==> src/rtl/load_store_unit_if.sv <==
// Word-wide req/ack data bus between load_store_unit (master) and data memory (slave).
interface load_store_unit_if;
    logic        o_bus_req;
    logic        o_bus_we;
    logic [31:0] o_bus_addr;
    logic [31:0] o_bus_wdata;
    logic [3:0]  o_bus_be;
    logic        i_bus_ack;
    logic        i_bus_err;
    logic [31:0] i_bus_rdata;

    modport master (
        output o_bus_req, o_bus_we, o_bus_addr, o_bus_wdata, o_bus_be,
        input  i_bus_ack, i_bus_err, i_bus_rdata
    );

    modport slave (
        input  o_bus_req, o_bus_we, o_bus_addr, o_bus_wdata, o_bus_be,
        output i_bus_ack, i_bus_err, i_bus_rdata
    );
endinterface

==> src/rtl/load_store_unit.sv <==
// Turns CPU load/store strobes into one word-aligned bus transaction, stalling the CPU until done.
// Optional: define MISALIGN_TRAP_EN to fault misaligned accesses without issuing them on the bus.
module load_store_unit #(
    parameter int unsigned TIMEOUT_CYC = 255,
    parameter int unsigned CNT_W       = 8
) (
    input  logic              i_clk,
    input  logic              i_rst,
    input  logic              i_load,
    input  logic              i_write,
    input  logic [2:0]        i_funct3,
    input  logic [1:0]        i_memsize,
    input  logic [31:0]       i_addr,
    input  logic [31:0]       i_wdata,
    output logic [31:0]       o_rdata,
    output logic              o_stall,
    output logic              o_fault,
    load_store_unit_if.master bus
);

    typedef enum logic [1:0] {
        ST_IDLE,
        ST_BUS,
        ST_DONE
    } state_t;

    state_t            state_q, state_d;
    logic [CNT_W-1:0]  cnt_q, cnt_d;
    logic [31:0]       rdata_q, rdata_d;
    logic              fault_q, fault_d;
    logic              req_q, req_d;

    logic              is_store;
    logic              access;
    logic              misaligned;
    logic              trap;
    logic [3:0]        lane_be;
    logic [31:0]       lane_wdata;
    logic              unused_sig;

    always_comb begin : decode
        is_store   = i_write & (i_memsize != 2'b00);
        access     = i_load | is_store;
        misaligned = 1'b0;
        unique case (i_funct3[1:0])
            2'b01:   misaligned = i_addr[0];
            2'b10:   misaligned = (i_addr[1:0] != 2'b00);
            default: misaligned = 1'b0;
        endcase
`ifdef MISALIGN_TRAP_EN
        trap = access & misaligned;
`else
        trap = 1'b0;
`endif
        lane_be    = 4'b1111;
        lane_wdata = i_wdata;
        if (is_store) begin
            unique case (i_memsize)
                2'b01: begin
                    lane_be    = 4'b0001 << i_addr[1:0];
                    lane_wdata = {4{i_wdata[7:0]}};
                end
                2'b10: begin
                    lane_be    = 4'b0011 << {i_addr[1], 1'b0};
                    lane_wdata = {2{i_wdata[15:0]}};
                end
                default: begin
                    lane_be    = 4'b1111;
                    lane_wdata = i_wdata;
                end
            endcase
        end
    end

    // funct3[2] (signedness) is handled by the CPU; misaligned only matters when trapping.
    assign unused_sig = ^{i_funct3, misaligned};

    always_comb begin : fsm
        state_d          = state_q;
        cnt_d            = '0;
        rdata_d          = rdata_q;
        fault_d          = 1'b0;
        o_stall          = 1'b0;
        bus.o_bus_we     = 1'b0;
        bus.o_bus_be     = '0;
        bus.o_bus_addr   = {i_addr[31:2], 2'b00};
        bus.o_bus_wdata  = lane_wdata;
        unique case (state_q)
            ST_IDLE: begin
                o_stall = access;
                if (trap) begin
                    state_d = ST_DONE;
                    fault_d = 1'b1;
                    rdata_d = '0;
                end else if (access) begin
                    state_d = ST_BUS;
                end
            end
            ST_BUS: begin
                o_stall      = 1'b1;
                bus.o_bus_we = is_store;
                bus.o_bus_be = lane_be;
                cnt_d        = cnt_q + 1'b1;
                // Error outranks a simultaneous ack; ack on the last allowed cycle still completes.
                if (bus.i_bus_err) begin
                    state_d = ST_DONE;
                    fault_d = 1'b1;
                    rdata_d = '0;
                end else if (bus.i_bus_ack) begin
                    state_d = ST_DONE;
                    rdata_d = bus.i_bus_rdata >> {i_addr[1:0], 3'b000};
                end else if (cnt_q == CNT_W'(TIMEOUT_CYC - 1)) begin
                    state_d = ST_DONE;
                    fault_d = 1'b1;
                    rdata_d = '0;
                end
            end
            ST_DONE: begin
                state_d = ST_IDLE;
            end
            default: begin
                state_d = ST_IDLE;
            end
        endcase
        req_d = (state_d == ST_BUS);
    end

    always_ff @(posedge i_clk or posedge i_rst) begin
        if (i_rst) begin
            state_q <= ST_IDLE;
            cnt_q   <= '0;
            rdata_q <= '0;
            fault_q <= 1'b0;
            req_q   <= 1'b0;
        end else begin
            state_q <= state_d;
            cnt_q   <= cnt_d;
            rdata_q <= rdata_d;
            fault_q <= fault_d;
            req_q   <= req_d;
        end
    end

    assign bus.o_bus_req = req_q;
    assign o_rdata       = rdata_q;
    assign o_fault       = fault_q;

endmodule
==> src/flat_wrapper.sv <==
// flat-port wrapper written by rule: the top's interface ports become plain ports
module load_store_unit_flat 
#(
    parameter int unsigned TIMEOUT_CYC = 255,
    parameter int unsigned CNT_W       = 8
)
  (i_clk, i_rst, i_load, i_write, i_funct3, i_memsize, i_addr, i_wdata, o_rdata, o_stall, o_fault, bus_o_bus_req, bus_o_bus_we, bus_o_bus_addr, bus_o_bus_wdata, bus_o_bus_be, bus_i_bus_ack, bus_i_bus_err, bus_i_bus_rdata);
  load_store_unit_if bus_i ();
  input  logic i_clk;
  input  logic i_rst;
  input  logic i_load;
  input  logic i_write;
  input  logic [2:0] i_funct3;
  input  logic [1:0] i_memsize;
  input  logic [31:0] i_addr;
  input  logic [31:0] i_wdata;
  output logic [31:0] o_rdata;
  output logic o_stall;
  output logic o_fault;
  output wire logic [$bits(bus_i.o_bus_req)-1:0] bus_o_bus_req;
  output wire logic [$bits(bus_i.o_bus_we)-1:0] bus_o_bus_we;
  output wire logic [$bits(bus_i.o_bus_addr)-1:0] bus_o_bus_addr;
  output wire logic [$bits(bus_i.o_bus_wdata)-1:0] bus_o_bus_wdata;
  output wire logic [$bits(bus_i.o_bus_be)-1:0] bus_o_bus_be;
  input wire logic [$bits(bus_i.i_bus_ack)-1:0] bus_i_bus_ack;
  input wire logic [$bits(bus_i.i_bus_err)-1:0] bus_i_bus_err;
  input wire logic [$bits(bus_i.i_bus_rdata)-1:0] bus_i_bus_rdata;
  assign bus_o_bus_req = bus_i.o_bus_req;
  assign bus_o_bus_we = bus_i.o_bus_we;
  assign bus_o_bus_addr = bus_i.o_bus_addr;
  assign bus_o_bus_wdata = bus_i.o_bus_wdata;
  assign bus_o_bus_be = bus_i.o_bus_be;
  assign bus_i.i_bus_ack = bus_i_bus_ack;
  assign bus_i.i_bus_err = bus_i_bus_err;
  assign bus_i.i_bus_rdata = bus_i_bus_rdata;
  load_store_unit #(.TIMEOUT_CYC(TIMEOUT_CYC), .CNT_W(CNT_W)) u_core (.i_clk(i_clk), .i_rst(i_rst), .i_load(i_load), .i_write(i_write), .i_funct3(i_funct3), .i_memsize(i_memsize), .i_addr(i_addr), .i_wdata(i_wdata), .o_rdata(o_rdata), .o_stall(o_stall), .o_fault(o_fault), .bus(bus_i));
endmodule
==> config.mk <==
export PLATFORM = sky130hd
export DESIGN_NAME = load_store_unit_flat
export DESIGN_NICKNAME = d
export VERILOG_FILES = /design/src/rtl/load_store_unit_if.sv /design/src/rtl/load_store_unit.sv /design/src/flat_wrapper.sv
export SDC_FILE = /design/constraint.sdc
export NUM_CORES = 1
export LEC_CHECK = 0
export BUFFER_PORTS_ARGS = -buffer_cell sky130_fd_sc_hd__buf_2
export CAP_MARGIN = 40
export CORE_ASPECT_RATIO = 0.75
export CORE_MARGIN = 5
export CORE_UTILIZATION = 43
export CTS_BUF_LIST = sky130_fd_sc_hd__clkbuf_16
export CTS_CLUSTER_SIZE = 40
export DETAILED_ROUTE_END_ITERATION = 8
export PLACE_DENSITY = 0.89
export SLEW_MARGIN = 0
export SYNTH_ARGS = -nofsm -noshare
export SYNTH_HDL_FRONTEND = slang
export SYNTH_SLANG_ARGS = --single-unit
==> constraint.sdc <==
create_clock -name i_clk -period 1.7 [get_ports i_clk]
set_input_delay 0.085 -clock i_clk [delete_from_list [all_inputs] [get_ports i_clk]]
set_output_delay 0.085 -clock i_clk [all_outputs]
set_load 0.02 [all_outputs]
==> results.sh <==
export IMPL_yosysMostFrequentCell="dfrtp_1"
export IMPL_slowest_delay_ps=410
export IMPL_wl_um=8714
export IMPL_layout_cells_non_filler=544
export IMPL_insertion_delay_ps=280
export IMPL_yosys_top_cells_area="dfrtp_1, buf_4, mux2_4"
export IMPL_dpl_cell_count=535
export IMPL_path_cells="inv_1, ha_1, nand3_1, o21ai_4, nand2_4, buf_12, mux2_1"
export IMPL_critPathArrivalTime_ps=1750
export IMPL_slew_violations=0
export IMPL_min_path_cells=3
export IMPL_whs_endpoint="u_core.o_fault"
export IMPL_initial_core_util=0.4371
export IMPL_tns_ps=0
export IMPL_hp_class="in -> reg"
export IMPL_cts_root_buf="clkbuf_16"
export IMPL_power_uw=4587
export IMPL_viasPerCell=5.226
export IMPL_cap_violations=0
export IMPL_max_freq_mhz=627.5
export IMPL_path_class="reg -> reg"
export IMPL_clkSlewWorstSetupHoldPaths_ps=60
export IMPL_min_period_ps=1594
export IMPL_grt_pass1_wl_um=13390
export IMPL_die_area_mm2=0.009257
export IMPL_dp_final_hpwl_um=6696
export IMPL_synth_ff_type="dfrtp_1"
export IMPL_drtIter0Drc=259
export IMPL_track_usage=0.1778
export IMPL_rsz0062_at_grt="false"
export IMPL_cts_setup_buffers=0
export IMPL_drc=0
export IMPL_num_rows=27
export IMPL_first_pass_iters=5
export IMPL_core_mm2=0.007297
export IMPL_required_ps=1860
export IMPL_gp_congestion=0.8714
export IMPL_fp_dieH_um=84.59
export IMPL_worst_slew_pin_slew_ps=563.7
export IMPL_slew_headroom=0.6234
export IMPL_synthDistinctLibCells=43
export IMPL_path_max_fanout=16
export IMPL_synthArstFlopShare=1.000
export IMPL_fin_nets=554
export IMPL_synth_top_area_frac=0.3452
export IMPL_synth_largest_area_cell="dfrtp_1"
export IMPL_num_antenna_cells=0
export IMPL_synth_edf_count=0
export IMPL_ctsHtreeMaxLevel=2
export IMPL_rr_worst_depth=7
export IMPL_clk_path_buf_depth=2
export IMPL_min_delay_start="bus_i_bus_err"
export IMPL_via_count=2843
export IMPL_netlist_top_cells_count="dfrtp_1, buf_4, nor2_1"
export IMPL_critPathLaunchType="register"
export IMPL_synth_cells=338
export IMPL_cts_tree="done"
export IMPL_yosysWarningCount=0
export IMPL_overflow=0
export IMPL_grt_pass1_vias=2700
export IMPL_setup_violations=0
export IMPL_skew_ps=4.024
export IMPL_worstReg2RegEnd="u_core.o_rdata[2]"
export IMPL_io_pins=211
export IMPL_post_route_period_util=0.9374
export IMPL_die_w_um=109.4
export IMPL_syn2layout_area_growth_pct=23.03
export IMPL_grt_max_degree=45
export IMPL_r2r_start="u_core.cnt_q[0]"
export IMPL_routedWlPerCell_um=16.02
export IMPL_ant_nets=0
export IMPL_ys_seq_area_frac=0.3452
export IMPL_peakVddDrop_uv=517.5
export IMPL_numCtsBuffers=5
export IMPL_hold_viol_final=0
export IMPL_antenna_found_initial=1
export IMPL_ys_ff_latch=44
export IMPL_critPathCaptureType="register"
export IMPL_syn_area_mm2=0.003189
export IMPL_cellLeakagePower_uw=0.002206
export IMPL_clock_sinks=44
export IMPL_crit_slowest_cell="dfrtp_1"
export IMPL_drive_gt1_frac=0.4244
export IMPL_port_buffers=145
export IMPL_syn_avg_cell_area_um2=9.436
export IMPL_outcome="completed"
export IMPL_p_per_area_mw_per_mm2=1169
export IMPL_rrSetupSlack_ps=110
==> where the power goes <==
part / total (µW) / internal [µW] / switching [µW]
Clock: 1060 / 685 / 377
Sequential: 1490 / 1320 / 171
Combinational: 2030 / 826 / 1200
Total: 4590 / 2830 / 1750
==> worst max-delay path: cells and delay by family, from the launching register on <==
kind | cells | cell delay, ps
flip-flops | 1 | 410
multiplexers | 1 | 320
buffers and inverters | 2 | 230
AND/OR/NAND/NOR | 2 | 200
AO/OA/AOI/OAI | 1 | 180
adder cells (fa/ha/maj) | 1 | 140
==> layout by cell type, fill, tap and decap left out, types with 2 or more instances in the layout <==
cell,synthesis,routed
o21a_1,2,2
a22oi_1,8,8
a22o_1,8,8
dfrtp_1,44,44
a211oi_1,18,18
a21bo_1,8,8
nand4_1,8,8
mux2i_1,16,16
conb_1,1,2
mux2_4,13,13
xor2_1,3,3
inv_1,6,6
buf_12,0,2
nand2b_1,2,2
buf_4,40,12
a2bb2oi_1,7,7
nor3_1,2,2
nand2_1,27,27
nand3_1,4,4
ha_1,5,5
nor2_1,31,31
buf_2,4,145
or3_1,2,2
a21oi_1,4,4
mux2_1,9,9
clkbuf_16,0,5
nor2b_1,12,12
mux2_2,2,2
o21ai_0,18,18
==> flip-flops by register name, indices dropped and copies added (netlist names) <==
register              cells
u_core.o_fault            1
u_core.state_q            2
u_core.o_rdata           32
u_core.cnt_q              8
u_core.bus.o_bus_req      1
==> metal layers <==
| layer | up-vias | track usage | share of wire |
|---|---|---|---|
| li1 | 1354 | - | - |
| met1 | 1320 | 0.2367 | 0.43 |
| met2 | 154 | 0.2914 | 0.46 |
| met3 | 13 | 0.04458 | 0.10 |
| met4 | 2 | 0.03851 | 0.012 |
| met5 | - | 0 | 0.00080 |
==> layout make-up <==
| cell class | count | area [µm²] |
|---|---|---|
| tap | 101 | 126.4 |
| timing repair buffer | 161 | 877.1 |
| fill | 627 | 3373 |
| sequential | 44 | 1101 |
| multi-input combinational | 224 | 1633 |
| clock inverter | 3 | 38.79 |
| inverter | 6 | 22.52 |
| clock buffer | 5 | 125.1 |
==> repair_timing <==
item | 4_1_cts | 5_1_grt
endpoints found under the hold margin | 44 | 0
endpoints found under the setup margin | 0 | 8
gates resized for setup | 0 | 1
hold buffers | 1 | 0
==> metrics by stage <==
step,hold slack [ps],setup slack [ps],instance area (µm²),utilization
after global placement,170.1,102.9,3746,0.5134
after global routing,143.6,19.07,3924,0.5377
final,111.4,106.4,3924,0.5377
after floorplan,214.9,180.5,3193,-
after detailed placement,170.1,78.63,3746,0.5134
after CTS,100.2,62.88,3920,0.5372
==> logic make-up (layout without fill, tap and decap cells) <==
| family | count (synthesis) | count (layout) | share of synthesized area |
|---|---|---|---|
| mux | 40 | 40 | 0.1503 |
| compound gates | 76 | 76 | 0.1769 |
| flops | 44 | 44 | 0.3452 |
| xor+xnor | 4 | 4 | 0.01099 |
| buf+inv | 71 | 175 | 0.1440 |
| simple gates | 97 | 97 | 0.1518 |
| other cells | 1 | 2 | 0.001176 |
| fa+ha+maj | 5 | 5 | 0.01962 |
==> worst max path at each step <==
stage	from	depth (start not counted)	endpoint	slack (ps)
global placement	u_core.cnt_q[0]	7	u_core.o_rdata[8]	100
floorplan	u_core.cnt_q[0]	7	u_core.o_rdata[7]	180
CTS	u_core.cnt_q[0]	7	u_core.o_rdata[12]	60
global route	u_core.cnt_q[0]	7	u_core.o_rdata[12]	20
detailed placement	u_core.cnt_q[0]	7	u_core.o_rdata[12]	80
finish	u_core.cnt_q[0]	7	u_core.o_rdata[2]	110
Note: power is estimated with default switching activity, not from simulation.
